===== src/rtl/fsm_div_pkg.sv =====
// Shared definitions for the division-demo control FSM: state encodings,
// error codes and the default operand width.
package fsm_div_pkg;

  localparam int DEF_WIDTH = 4;

  // Encodings are visible on state_dbg, so they are fixed explicitly.
  typedef enum logic [2:0] {
    S_IDLE   = 3'd0,
    S_WAIT_B = 3'd1,
    S_START  = 3'd2,
    S_BUSY   = 3'd3,
    S_SHOW   = 3'd4
  } state_t;

  typedef enum logic [3:0] {
    ERR_NONE    = 4'd0,
    ERR_DIV0    = 4'd1,
    ERR_TIMEOUT = 4'd2
  } err_t;

endpackage


===== src/rtl/fsm_div_ctrl_if.sv =====
// Handshake bundle between the control FSM (master) and the iterative
// divider datapath (slave).
interface fsm_div_ctrl_if
  import fsm_div_pkg::*;
#(
  parameter int WIDTH = DEF_WIDTH
);

  logic             div_start;
  logic [WIDTH-1:0] div_a;
  logic [WIDTH-1:0] div_b;
  logic             div_done;
  logic [WIDTH-1:0] div_q;
  logic [WIDTH-1:0] div_r;

  modport master (
    output div_start, div_a, div_b,
    input  div_done, div_q, div_r
  );

  modport slave (
    input  div_start, div_a, div_b,
    output div_done, div_q, div_r
  );

endinterface


===== src/rtl/div_timeout_cnt.sv =====
// Loadable up-counter guarding the BUSY state. expired is asserted during
// the LIMIT-th consecutive enabled cycle after a clear.
module div_timeout_cnt #(
  parameter int unsigned LIMIT = 64
) (
  input  logic clk,
  input  logic rst_n,
  input  logic clr,
  input  logic en,
  output logic expired
);

  localparam int CW = $clog2(LIMIT + 1);

  logic [CW-1:0] count;

  // Count enabled cycles; clear has priority over counting.
  always_ff @(posedge clk) begin
    // NOTE: state registers use non-blocking assignments so every flop
    // samples pre-edge values regardless of statement order.
    if (!rst_n) begin
      count <= '0;
    end else if (clr) begin
      count <= '0;
    end else if (en) begin
      count <= count + CW'(1);
    end
  end

  assign expired = en && (count == CW'(LIMIT - 1));

endmodule


===== src/rtl/fsm_div_ctrl.sv =====
// Control FSM for the board-level division demo. Captures dividend and
// divisor on successive button strobes, screens out division by zero,
// handshakes with the divider and latches results for the display.
// Optional BUSY timeout abort is enabled by defining DIV_TIMEOUT_EN.
module fsm_div_ctrl
  import fsm_div_pkg::*;
#(
  parameter int WIDTH          = DEF_WIDTH,
  parameter int TIMEOUT_CYCLES = 64
) (
  input  logic                 clk,
  input  logic                 rst_n,
  input  logic                 btn_pulse,
  input  logic [WIDTH-1:0]     sw,
  fsm_div_ctrl_if.master       div_bus,
  output logic [WIDTH-1:0]     disp_op,
  output logic [WIDTH-1:0]     disp_res,
  output logic [WIDTH-1:0]     disp_rem,
  output logic [3:0]           err_code,
  output logic                 valid,
  output logic [2:0]           state_dbg
);

  state_t state;
  logic   timeout_hit;

`ifdef DIV_TIMEOUT_EN
  // The counter is cleared while in START, i.e. on entry to BUSY.
  div_timeout_cnt #(
    .LIMIT (TIMEOUT_CYCLES)
  ) u_timeout (
    .clk     (clk),
    .rst_n   (rst_n),
    .clr     (state == S_START),
    .en      (state == S_BUSY),
    .expired (timeout_hit)
  );
`else
  assign timeout_hit = 1'b0;
`endif

  assign state_dbg = state;

  // Single registered FSM: state transitions and all registered outputs.
  always_ff @(posedge clk) begin
    if (!rst_n) begin
      state            <= S_IDLE;
      div_bus.div_start <= 1'b0;
      div_bus.div_a    <= '0;
      div_bus.div_b    <= '0;
      disp_op          <= '0;
      disp_res         <= '0;
      disp_rem         <= '0;
      err_code         <= ERR_NONE;
      valid            <= 1'b0;
    end else begin
      div_bus.div_start <= 1'b0;
      case (state)
        S_IDLE: begin
          if (btn_pulse) begin
            div_bus.div_a <= sw;
            disp_op       <= sw;
            state         <= S_WAIT_B;
          end
        end
        S_WAIT_B: begin
          if (btn_pulse) begin
            div_bus.div_b <= sw;
            disp_op       <= sw;
            if (sw == '0) begin
              // Divider is never started for a zero divisor.
              err_code <= ERR_DIV0;
              disp_res <= '0;
              disp_rem <= '0;
              valid    <= 1'b1;
              state    <= S_SHOW;
            end else begin
              div_bus.div_start <= 1'b1;
              state             <= S_START;
            end
          end
        end
        S_START: begin
          // A completion coincident with the start strobe is ignored.
          state <= S_BUSY;
        end
        S_BUSY: begin
          // A real completion wins over a simultaneous timeout expiry.
          if (div_bus.div_done) begin
            disp_res <= div_bus.div_q;
            disp_rem <= div_bus.div_r;
            err_code <= ERR_NONE;
            valid    <= 1'b1;
            state    <= S_SHOW;
          end else if (timeout_hit) begin
            disp_res <= '0;
            disp_rem <= '0;
            err_code <= ERR_TIMEOUT;
            valid    <= 1'b1;
            state    <= S_SHOW;
          end
        end
        S_SHOW: begin
          // Operands to the divider stay as they were; only the display
          // side is cleared for the next calculation.
          if (btn_pulse) begin
            disp_op  <= '0;
            disp_res <= '0;
            disp_rem <= '0;
            err_code <= ERR_NONE;
            valid    <= 1'b0;
            state    <= S_IDLE;
          end
        end
        default: begin
          state <= S_IDLE;
        end
      endcase
    end
  end

endmodule

===== src/flat_wrapper.sv =====
// flat-port wrapper written by rule: the top's interface ports become plain ports
module fsm_div_ctrl_flat import fsm_div_pkg::*;
#(
  parameter int WIDTH          = DEF_WIDTH,
  parameter int TIMEOUT_CYCLES = 64
)
  (clk, rst_n, btn_pulse, sw, disp_op, disp_res, disp_rem, err_code, valid, state_dbg, div_bus_div_start, div_bus_div_a, div_bus_div_b, div_bus_div_done, div_bus_div_q, div_bus_div_r);
  fsm_div_ctrl_if #(.WIDTH(WIDTH)) div_bus_i ();
  input  logic clk;
  input  logic rst_n;
  input  logic btn_pulse;
  input  logic [WIDTH-1:0] sw;
  output logic [WIDTH-1:0] disp_op;
  output logic [WIDTH-1:0] disp_res;
  output logic [WIDTH-1:0] disp_rem;
  output logic [3:0] err_code;
  output logic valid;
  output logic [2:0] state_dbg;
  output wire logic [$bits(div_bus_i.div_start)-1:0] div_bus_div_start;
  output wire logic [$bits(div_bus_i.div_a)-1:0] div_bus_div_a;
  output wire logic [$bits(div_bus_i.div_b)-1:0] div_bus_div_b;
  input wire logic [$bits(div_bus_i.div_done)-1:0] div_bus_div_done;
  input wire logic [$bits(div_bus_i.div_q)-1:0] div_bus_div_q;
  input wire logic [$bits(div_bus_i.div_r)-1:0] div_bus_div_r;
  assign div_bus_div_start = div_bus_i.div_start;
  assign div_bus_div_a = div_bus_i.div_a;
  assign div_bus_div_b = div_bus_i.div_b;
  assign div_bus_i.div_done = div_bus_div_done;
  assign div_bus_i.div_q = div_bus_div_q;
  assign div_bus_i.div_r = div_bus_div_r;
  fsm_div_ctrl #(.WIDTH(WIDTH), .TIMEOUT_CYCLES(TIMEOUT_CYCLES)) u_core (.clk(clk), .rst_n(rst_n), .btn_pulse(btn_pulse), .sw(sw), .div_bus(div_bus_i), .disp_op(disp_op), .disp_res(disp_res), .disp_rem(disp_rem), .err_code(err_code), .valid(valid), .state_dbg(state_dbg));
endmodule

===== config.mk =====
export PLATFORM = sky130hd
export DESIGN_NAME = fsm_div_ctrl_flat
export DESIGN_NICKNAME = d
export VERILOG_FILES = /design/src/rtl/fsm_div_pkg.sv /design/src/rtl/fsm_div_ctrl_if.sv /design/src/rtl/div_timeout_cnt.sv /design/src/rtl/fsm_div_ctrl.sv /design/src/flat_wrapper.sv
export SDC_FILE = /design/constraint.sdc
export NUM_CORES = 1
export LEC_CHECK = 0
export BUFFER_PORTS_ARGS = -buffer_cell sky130_fd_sc_hd__buf_4
export CORE_MARGIN = 5
export CORE_UTILIZATION = 45
export CTS_CLUSTER_DIAMETER = 120
export DETAILED_ROUTE_END_ITERATION = 10
export PLACE_DENSITY = 0.77
export SLEW_MARGIN = 40
export SYNTH_ARGS = -nofsm -noshare
export SYNTH_HDL_FRONTEND = slang
export SYNTH_HIERARCHICAL = 1
export SYNTH_SLANG_ARGS = --single-unit

===== constraint.sdc =====
create_clock -name clk -period 1.6 [get_ports clk]
set_input_delay 0.16 -clock clk [delete_from_list [all_inputs] [get_ports clk]]
set_output_delay 0.16 -clock clk [all_outputs]
set_load 0.1 [all_outputs]

Word-level counts from Yosys, hierarchy flattened --
Index checks and enable logic that the tools add are counted.
Storage, ports and cells: output and inout port bits 29, logic and storage cells 55, register bits 29
Operators by class: reductions and logical operators 11, multiplexer cells 25, eq/ne operators 10
Operators by type and width (count):
- two-way mux 4 bit | 9
- case mux 4 bit (3 select lines) | 3
- two-way mux 3 bit | 5
- case mux 3 bit (5 select lines) | 1
- inequality test 2 bit, second input constant | 4
- case mux 4 bit (2 select lines) | 1
- == test 3 x 2 -> 1 bit, second input constant | 2
- AND reduction 3 bit | 2
- two-way mux 1 bit | 5
- AND reduction 5 bit | 1
- logical NOT 4 bit | 1
- inequality test 2 x 1 -> 1 bit, second input constant | 2
- AND reduction 2 bit | 2
- AND reduction 4 bit | 1
- == test 3 x 1 -> 1 bit, second input constant | 1
- == test 3 bit, second input constant | 1
- logical NOT 3 bit | 1
- case mux 1 bit (3 select lines) | 1
- nonzero test 3 bit | 1
- nonzero test 2 bit | 1
- OR reduction 2 bit | 1

Depth between registers and ports, before layout --
word-level depth 4, depth in mapped cells 5, depth with buffers taken out 3

Least setup slack after synthesis --
No wires, ideal clock.
path type register to register, from reg u_core.state[2] (netlist: u_core/state_dbg[2]), to reg u_core.disp_rem[0], setup time 0.072 ns, required time 1.528 ns, slack -0.456 ns, clock period less this slack 2.056 ns, arrival 1.984 ns, stages on the path, launching flop included 6, path through dfxtp_1 -> buf_2 -> and4b_1 -> a211oi_2 -> buf_6 -> mux2i_1
On the way: word-level cells in the longest chain between the ends 3
Ends and longest elaborated chain:
- start: declaration | RTL line fsm_div_ctrl.sv:24 | state_t state;
- start signal: assignment | RTL line fsm_div_ctrl.sv:47 | state <= S_IDLE;
- start signal: assignment | RTL line fsm_div_ctrl.sv:63 | state <= S_WAIT_B;
- start signal: assignment | RTL line fsm_div_ctrl.sv:76 | state <= S_SHOW;
- == test 3 x 1 -> 1 bit, or another cell as far along | RTL line fsm_div_ctrl.sv:58 | case (state)
- inequality test 2 x 1 -> 1 bit (no source line), or another cell as far along
- AND reduction 5 bit (no source line)
- end signal: assignment | RTL line fsm_div_ctrl.sv:91 | disp_rem <= div_bus.div_r;
- end: declaration | RTL line fsm_div_ctrl.sv:18 | output logic [WIDTH-1:0] disp_rem,
Parallel ways exist; a longest one is shown, timed or not. A chain may end at the register's enable or synchronous reset.

Worst setup path in the final report --
from reg u_core.state[0] (netlist: u_core/state_dbg[0]), to reg u_core.disp_res[1]
On the way: word-level cells in the longest chain between the ends 3
Ends and longest elaborated chain:
- == test 3 x 1 -> 1 bit, or another cell as far along | RTL line fsm_div_ctrl.sv:58
- inequality test 2 x 1 -> 1 bit (no source line), or another cell as far along
- AND reduction 5 bit (no source line)
- end signal: assignment | RTL line fsm_div_ctrl.sv:90 | disp_res <= div_bus.div_q;
- end: declaration | RTL line fsm_div_ctrl.sv:17 | output logic [WIDTH-1:0] disp_res,
Parallel ways exist; a longest one is shown, timed or not.

==> metrics.txt <==
outcome finished clean; GRT Residual Overflow 0; Final period util 90.9%; RSZ-0062 raised after global routing false; count of synthesis-stage warnings from yosys 6; initial detailed-routing violation count 13; fin crit period ~1.5 ns; total power divided by cell area 1010 nW/um^2; number of standard-cell rows in the floorplan 18; Post-DRT Antenna Nets 0; number of design rule violations left after detail routing 0; clock sink total 26; Max-cap violations 0; R2R cell count 4; setup violators final 0; Total Negative Setup Slacks 0 ns; half-perimeter wire length after detailed placement 2120 microns; per-instance average area after synthesis 9.55 sq um; Total GRT Usage 16.4%; cell chosen for the clock root clkbuf_4; Fill cells 213; Final Instance Count excl. Fillers 192; count of distinct cell types in the synthesized netlist 30; nature of the critical path endpoint flip-flop; area of all sequential standard cells 529 sq um; highest clock frequency the design can meet 0.688 GHz; final setup skew 0.000660 ns; horizontal extent of the die 61.3 microns; share of flip-flops with an asynchronous set or reset after synthesis 0%; post-CTS resize count 0; Synth Instances 124; clock input transition at the sequential cells of the worst setup and hold paths around 0.14 ns; number of ports placed on the die boundary 45; cell depth of the worst min-delay path 3; sequential-to-total area share from yosys stat between 40% and 50%; leakage component of the power 0.716 nW; number of I/O port buffers 41; post-synthesis instance area 1180 sq um; initial antenna violation count 0; layout-stage area growth over the synthesis result 30.3%; main flop type after synthesis dfxtp_1; 1st-pass router iterations 4; share of the synthesized area in the top cell type 44.0%; leading cell type by number of instances after synthesis nand2_1; Core Region 2500 sq um; largest cells by area after synthesis dfxtp_1, mux2i_1, nand2_1; detailed-route vias per instance 5.19; overall die height 61.3 microns; critical path class reg -> reg; clock tree from TritonCTS done; area used by multi-input combinational logic 601 sq um; Critical Path AT 1.71 ns; largest vdd supply drop 0.000703 V; PnR Total Power 1.56 mW; htree depth 1; number of setup buffers added after CTS 0; crit start category flip-flop; Post-synth EDFFs 0; share of cells above drive strength 1 around a third; max-slew violations 0; count of state elements after synthesis 26; CP Max Fanout 14; vias in the first global route 1,015; antenna cells 0; number of buffers between clock root and the deepest sink 2; count of vias placed by the detailed router 996; # placed instances 188; leading post-synthesis cells by instance count nand2_1, dfxtp_1, mux2i_1; # hold bufs at CTS 0; class of the tightest hold or removal check in -> reg; wire length of the first global-routing pass approximately 4600 microns; insertion delay of the later-clocked pin in the worst-skew pair 0.32 ns; average wire per standard cell 14.2 microns; maximum number of pins on one net before global-route repair 28; Detailed Route WL 2720 microns; RePlAce Congestion 0.772; worst setup slack for register-to-register paths 0.15 ns; worst hold-check slack 0.0811 ns; number of CTS-inserted buffers 3; area enclosed by the die boundary about 3800 sq um; Hold Violations, Final 0; Initial Utilization between 40% and 50%; Required @ worst endpoint 1.86 ns; biggest area consumer among synthesized cells dfxtp_1; net total in the final layout between 150 and 200
## layout make-up
cell class | instances | area share, %
Multi-Input combinational cell | 89 | 38.9
Timing Repair Buffer | 43 | 20.9
Clock inverter | 1 | 1.95
Sequential cell | 26 | 34.3
Tap cell | 30 | 2.43
Clock buffer | 3 | 1.46
## metrics by stage
stage / worst slack, ns / utilization (%) / instance area [sq um]
floorplan: 0.0210 / - / 1200
global placement: 0.229 / 59.6 / 1490
detailed placement: 0.173 / 59.6 / 1490
CTS: 0.135 / 61.7 / 1540
global route: 0.0461 / 61.7 / 1540
finish: 0.146 / 61.7 / 1540
## path summary, 6_finish.rpt
check | startpoint | endpoint
worst max-delay path | u_core/state_dbg[0] | u_core/disp_res[1]
worst min-delay path | div_bus_div_r[1] | u_core/disp_rem[1]
worst max register to register | u_core/state_dbg[0] | u_core/disp_res[1]
worst min register to register | u_core/disp_res[0] | u_core/disp_res[0]
## critical path, cell delays in order (launching register included)
cell and delay (ns):
dfxtp_2 0.49, and4bb_2 0.28, a211oi_2 0.19, buf_4 0.23
mux2i_1 0.20
## state kept, by name (all words and copies together) (netlist names)
register / count
u_core/div_bus.div_b: 4
u_core/div_bus.div_a: 4
u_core/err_code: 1
u_core/disp_op: 4
u_core/valid: 1
u_core/state_dbg: 3
u_core/disp_res: 4
u_core/disp_rem: 4
u_core/div_bus.div_start: 1
## layer usage
layer | up-vias | GRT usage, % | share of wire, %
li1 | 495 | - | -
met1 | 480 | 19.3 | 39
met2 | 17 | 28.7 | 55
met3 | 4 | 3.14 | 4.2
met4 | 0 | 7.43 | 1.8
met5 | - | 0 | 0
## power breakdown
| part | internal, mW | switching [mW] |
|---|---|---|
| Sequential | 0.674 | 0.0285 |
| Clock | 0.253 | 0.191 |
| Combinational | 0.111 | 0.300 |
## cell families after synthesis
logic type	synth area share (%)
and+or+nand+nor	25.6
DFF	44.0
AOI/OAI and AO/OA	13.2
muxes	11.0
buffers and inverters	5.92
other	0.317
## layout by cell type, fill, tap and decap left out, types with 2 or more instances in the layout
master,count
buf_4,43
clkbuf_4,3
and2_1,4
a21o_1,2
dfxtp_4,2
conb_1,3
nand2_1,28
and4bb_2,2
a21boi_0,8
nor2_1,2
nor2b_1,6
dfxtp_1,23
o21a_1,6
mux2i_1,13
and4b_1,2
No activity file was read; power rests on OpenSTA's default activity.
